$ cat src/rtl/coproc_pkg.sv
// coproc_pkg: shared types and constants for the coprocessor arbiter
package coproc_pkg;
    localparam int INSTR_W  = 32;
    localparam int RESULT_W = 16;
    typedef enum logic [1:0] {
        IDLE,
        ISSUE,
        WAIT_START,
        WAIT_END
    } state_t;
    localparam logic OWNER_HPS = 1'b0;
    localparam logic OWNER_IPU = 1'b1;
    localparam logic [3:0] OP_READ      = 4'b0001;
    localparam logic [3:0] OP_WRITE     = 4'b0010;
    localparam logic [3:0] OP_CONV      = 4'b0101;
    localparam logic [3:0] OP_CONV_TRSP = 4'b0110;
    localparam logic [3:0] OP_CONV_ROB  = 4'b0111;
    localparam logic [3:0] OP_B2G       = 4'b1000;
endpackage

$ cat src/rtl/coproc_watchdog.sv
// coproc_watchdog: saturating cycle counter that flags expiry after LIMIT enabled cycles
module coproc_watchdog
    import coproc_pkg::*;
#(
    parameter int LIMIT = 2
) (
    input  logic clk,
    input  logic reset,
    input  logic i_clear,
    input  logic i_enable,
    output logic o_expired
);
    localparam int W = $clog2(LIMIT + 1);
    logic [W-1:0] r_count;
    always_ff @(posedge clk or posedge reset) begin
        if (reset)
            r_count <= '0;
        else if (i_clear)
            r_count <= '0;
        else if (i_enable && r_count != W'(LIMIT))
            r_count <= r_count + W'(1);
    end
    assign o_expired = (r_count == W'(LIMIT));
endmodule

$ cat src/rtl/coproc_arbiter.sv
// coproc_arbiter: round-robin sharing of the convolution coprocessor between HPS and IPU
module coproc_arbiter
    import coproc_pkg::*;
#(
    parameter int TIMEOUT     = 4096,
    parameter int START_LIMIT = 2
) (
    input  logic                clk,
    input  logic                reset,
    input  logic [INSTR_W-1:0]  hps_instruction,
    input  logic                hps_valid,
    output logic                hps_ready,
    output logic                hps_done,
    output logic [RESULT_W-1:0] hps_result,
    input  logic [INSTR_W-1:0]  ipu_instruction,
    input  logic                ipu_valid,
    output logic                ipu_ready,
    output logic                ipu_done,
    output logic [INSTR_W-1:0]  cop_instruction,
    output logic                cop_activate,
    output logic                cop_ipu_request,
    input  logic                cop_wait,
    input  logic [RESULT_W-1:0] cop_output_reg,
    output logic                owner,
    output logic                busy,
    output logic                err_timeout,
    output logic                err_no_start
);
    state_t r_state, w_next;
    logic r_owner, r_last, r_ipu_req, r_err_timeout, r_err_no_start;
    logic [INSTR_W-1:0] r_instr;
    logic [RESULT_W-1:0] r_result;
    logic w_sel, w_grant, w_start_exp, w_to_exp, w_no_start, w_end, w_done;

    // Grant is gated by reset so no ready pulse leaks out while reset is held
    assign w_sel      = (hps_valid && ipu_valid) ? ~r_last : ipu_valid;
    assign w_grant    = !reset && r_state == IDLE && !cop_wait && (hps_valid || ipu_valid);
    assign w_no_start = r_state == WAIT_START && !cop_wait && w_start_exp;
    assign w_end      = r_state == WAIT_END && !cop_wait;
    assign w_done     = w_no_start || w_end;

    coproc_watchdog #(.LIMIT(START_LIMIT)) u_start_wd (
        .clk       (clk),
        .reset     (reset),
        .i_clear   (r_state == IDLE),
        .i_enable  (r_state == ISSUE || r_state == WAIT_START),
        .o_expired (w_start_exp)
    );

    coproc_watchdog #(.LIMIT(TIMEOUT)) u_timeout_wd (
        .clk       (clk),
        .reset     (reset),
        .i_clear   (r_state == IDLE),
        .i_enable  (r_state != IDLE && cop_wait),
        .o_expired (w_to_exp)
    );

    always_ff @(posedge clk or posedge reset) begin
        if (reset)
            r_state <= IDLE;
        else
            r_state <= w_next;
    end

    always_comb begin
        w_next = r_state;
        case (r_state)
            IDLE:       w_next = w_grant ? ISSUE : IDLE;
            ISSUE:      w_next = WAIT_START;
            WAIT_START: w_next = cop_wait ? WAIT_END : (w_start_exp ? IDLE : WAIT_START);
            WAIT_END:   w_next = cop_wait ? WAIT_END : IDLE;
            default:    w_next = IDLE;
        endcase
    end

    always_comb begin
        hps_ready    = w_grant && w_sel == OWNER_HPS;
        ipu_ready    = w_grant && w_sel == OWNER_IPU;
        hps_done     = w_done && r_owner == OWNER_HPS;
        ipu_done     = w_done && r_owner == OWNER_IPU;
        cop_activate = r_state == ISSUE;
        busy         = r_state != IDLE;
    end

    // Last-served starts at IPU so the first tie goes to HPS
    always_ff @(posedge clk or posedge reset) begin
        if (reset) begin
            r_instr        <= '0;
            r_owner        <= OWNER_HPS;
            r_last         <= OWNER_IPU;
            r_ipu_req      <= 1'b0;
            r_result       <= '0;
            r_err_timeout  <= 1'b0;
            r_err_no_start <= 1'b0;
        end else begin
            if (w_grant) begin
                r_instr <= w_sel ? ipu_instruction : hps_instruction;
                r_owner <= w_sel;
                r_last  <= w_sel;
            end
            r_ipu_req <= w_grant ? w_sel : (w_next == IDLE ? 1'b0 : r_ipu_req);
            if (w_end && r_owner == OWNER_HPS)
                r_result <= cop_output_reg;
            if (w_no_start)
                r_err_no_start <= 1'b1;
            if (w_to_exp)
                r_err_timeout <= 1'b1;
        end
    end

    assign owner           = r_owner;
    assign cop_instruction = r_instr;
    assign cop_ipu_request = r_ipu_req;
    assign hps_result      = r_result;
    assign err_timeout     = r_err_timeout;
    assign err_no_start    = r_err_no_start;
endmodule

$ cat config.mk
export PLATFORM = sky130hd
export DESIGN_NAME = coproc_arbiter
export DESIGN_NICKNAME = d
export VERILOG_FILES = /design/src/rtl/coproc_pkg.sv /design/src/rtl/coproc_watchdog.sv /design/src/rtl/coproc_arbiter.sv
export SDC_FILE = /design/constraint.sdc
export NUM_CORES = 1
export LEC_CHECK = 0
export CAP_MARGIN = 10
export CORE_MARGIN = 10
export CORE_UTILIZATION = 38
export DETAILED_ROUTE_END_ITERATION = 12
export GPL_ROUTABILITY_DRIVEN = 0
export PLACE_DENSITY = 0.88
export SLEW_MARGIN = 10
export SYNTH_ARGS = -nofsm -noshare
export SYNTH_HDL_FRONTEND = slang
export SYNTH_HIERARCHICAL = 1
export SYNTH_SLANG_ARGS = --single-unit
$ cat constraint.sdc
create_clock -name clk -period 2 [get_ports clk]
set_clock_uncertainty 0.05 [all_clocks]
set_input_delay 0.2 -clock clk [delete_from_list [all_inputs] [get_ports clk]]
set_output_delay 0.2 -clock clk [all_outputs]
set_load 0.01 [all_outputs]
==> results by group <==
Synthesis
  – Count of cell types in the netlist: 43
  – Synthesis Warnings: 6
  – Post-synthesis sequential element count: 70
  – Main synth FF type: dfrtp_1
  – Share of flip-flops with an asynchronous set or reset: 1.00
  – Cell area after synthesis: around 3200 sq um
  – Post-Synthesis Mean Instance Area: 12.0 sq um
  – Share of synthesized area occupied by flip-flops and latches: 0.547
  – Number of nets in the synthesized netlist: 360
  – Gate count of the mapped netlist: ~270
  – Post-synth EDFFs: 0

Route
  – Routed vias/inst: 5.21
  – Routed WL: 10300 microns
  – DRC errors left: 0
  – Average wire per standard cell: between 15 and 20 microns
  – Number of iterations in the first detailed-routing pass: 8
  – Via Count: 2799
  – Number of nets with antenna violations after routing: 0
  – DRT iter0 DRCs: around 270

Hold path
  – Type of the tightest min-delay check: primary input to async pin

Place
  – Number of cells after detailed placement: 521
  – Count of port buffers added during placement: 142
  – Cell area after placement: just under 5000 sq um
  – Post-DP HPWL: ~8000 microns

Floorplanning
  – Starting density of the core: 0.390
  – Number of core rows: 33
  – Die width: 112 microns
  – Die footprint: 12500 sq um
  – Top Ports: 143
  – Die H: between 100 and 150 microns
  – Placeable Area: 8220 sq um

STA
  – Part of the cycle the worst path needs: 0.952
  – Final hold violation count: 0
  – Worst-case hold slack: ~0.19 ns
  – F_max: ~530 MHz
  – Count of pins over their slew limit: 0
  – Final setup viols: 0
  – Worst slew pin tran: 0.627 ns
  – Worst max-slew margin expressed relative to the limit: 0.576
  – Fin crit period: between 1.5 and 2 ns

Critical path
  – Type of element capturing the critical path: flop
  – Slowest cell on the critical path: or4_1
  – FF-to-FF path depth: 7
  – Register-to-Register Setup Slack: between 0.09 and 0.1 ns
  – Slowest cell delay on critical path: 0.51 ns
  – Setup crit start: r_state[0]
  – Max FO, Critical Path: 19
  – Critical register-to-register path endpoint: u_timeout_wd/r_count[11]
  – Crit path to: u_timeout_wd/r_count[11]
  – Worst flop-to-flop path startpoint: r_state[0]
  – CP startpoint kind: flop
  – Category of the most critical setup path: flop to flop
  – Arr. time, crit path: 2.12 ns
  – Critical path cell sequence: inv_1 -> ha_2 -> buf_4 -> nor2_2 -> nand3_2 -> or4_1 -> a21oi_1
  – Required @ worst endpoint: 2.22 ns

Global routing
  – Final global-route overflow total: 0
  – Number of antenna violations at the first check in global routing: 0
  – Global-route wire length before repair: between 15000 and 20000 microns
  – Met2 track utilization from global routing: 0.290
  – Highest-utilization routing layer at the global route stage: met2
  – Global Route met3 Usage: 0.0542
  – Overall Global Routing Usage: 0.161
  – Largest net degree at the start of global routing: 33
  – Via count of the first global-routing pass: 2988
  – Met1 capacity usage during global routing: 0.172

Clocking
  – Maximum buffer depth of the clock tree: 2
  – # hold bufs at CTS: 0
  – Clock slew seen by the registers of the worst setup and hold paths: 0.07 ns
  – Clock Latency Late Sink: 0.34 ns
  – H-tree level count: 3
  – Clock tree root driver cell: clkbuf_8
  – TritonCTS Buffers: 9
  – Clock tree from TritonCTS: built
  – Total number of clock tree sinks: 70

Power
  – LEAKAGE: 0.00232 uW
  – Maximum vdd ir drop: ~0.75 mV
  – Total power density per cell area: 1250 nW/um^2
  – Overall power after layout: roughly 6400 uW

Finish
  – Cell area after layout: roughly 5000 sq um
  – Post-route core utilization: 0.618
  – Number of standard cells in the final layout excluding fillers: 537
  – Layout cell share with drive strength beyond 1: 0.164
  – Antenna diode count: 0
  – Area added between synthesis and finish: 58.6%
  – Net total in the final layout: 520

Status
  – Status: finished, final reports clean

Flow run
  – Max-cap violations: 0
[placed cells by master (no fill, tap or decap), types with 3 or more instances in the layout]
cell             instances
buf_12                   4
nor3_1                   3
a222oi_1                32
buf_4                   17
mux2_2                  11
nand3_1                  4
clkdlybuf4s50_1        137
dfrtp_1                 69
ha_1                     7
clkbuf_8                 9
mux2_1                   5
and3_4                   3
nand2_1                  4
nand4_1                  3
a21oi_1                  5
xor2_1                   4
inv_1                   43
nor2_1                  14
xnor2_1                  6
[through the flow]
step                worst slack (ns)  setup TNS, ns
detailed placement           -0.0322        -0.0620
global route                -0.00453       -0.00453
CTS                         0.000627              0
finish                        0.0957              0
global placement            -0.00443       -0.00506
floorplan                     0.0228              0
[power breakdown]
group | switching, uW | internal (uW) | leakage [uW]
Clock | 532 | 700 | 0.000106
Combinational | 1210 | 1670 | 0.00131
Sequential | 304 | 1950 | 0.000902
[metal layers]
metal / wire length (microns) / up-vias
met5: 0 / -
met4: 116 / 0
met3: 776 / 12
met2: 5530 / 115
met1: 3910 / 1382
li1: - / 1290
[layout make-up]
type / instances / area [sq um]
fill: 660 / 3140
sequential: 70 / 1750
timing repair buffer: 163 / 1610
multi-input combinational: 139 / 1210
inverter: 44 / 165
tap: 105 / 131
clock buffer: 10 / 128
clock inverter: 6 / 86.3
[registers in the layout, indices dropped and copies added, names as in the netlist]
register,flops
cop_ipu_request,1
u_start_wd/r_count,2
hps_result,16
owner,1
r_state,2
cop_instruction,32
r_last,1
err_timeout,1
u_timeout_wd/r_count,13
err_no_start,1
[synth_stat cells, types with 4 or more instances]
cell type | instances | area (sq um)
dfrtp_1 | 69 | 1730
inv_1 | 44 | 165
a222oi_1 | 32 | 320
nor2_1 | 15 | 56.3
mux2_2 | 11 | 124
ha_1 | 8 | 100
xnor2_1 | 6 | 52.6
a21oi_1 | 5 | 25.0
buf_6 | 5 | 56.3
mux2_1 | 5 | 56.3
nand3_1 | 5 | 25.0
buf_4 | 4 | 30.0
nand2_1 | 4 | 15.0
xor2_1 | 4 | 35.0
[kinds of logic (layout without fill, tap and decap cells)]
| group | count (synthesis) | in the layout | share of synthesized area |
|---|---|---|---|
| AOI/OAI and AO/OA | 50 | 50 | 0.139 |
| xor gates and xnor gates | 10 | 10 | 0.0273 |
| adders and majority gates | 8 | 8 | 0.0312 |
| muxes | 19 | 19 | 0.0687 |
| DFF | 70 | 70 | 0.547 |
| and+or+nand+nor | 52 | 52 | 0.102 |
| buffers and inverters | 58 | 223 | 0.0855 |
[worst max-delay path: cells and delay by family (launching register included)]
family	cells	cell delay (ns)
simple gates	3	0.84
flops	1	0.35
fa+ha+maj	1	0.18
buf+inv	2	0.26
compound gates	1	0.15
[worst min-delay path by stage]
stage	slack, ns	startpoint	end
global route	0.19	reset	u_start_wd/r_count[0]
global placement	0.40	err_timeout	err_timeout
CTS	0.17	reset	u_start_wd/r_count[0]
floorplan	-0.11	reset	u_start_wd/r_count[0]
detailed placement	0.41	err_timeout	err_timeout
finish	0.19	reset	u_start_wd/r_count[0]
[repair_timing]
item,4_1_cts,5_1_grt
gates cloned,0,0
buffers inserted,0,0
resized for setup,9,15
pin swaps,0,0
hold endpoints to repair,0,0
endpoints found under the setup margin,5,8
(Power assumes the default switching activity.)
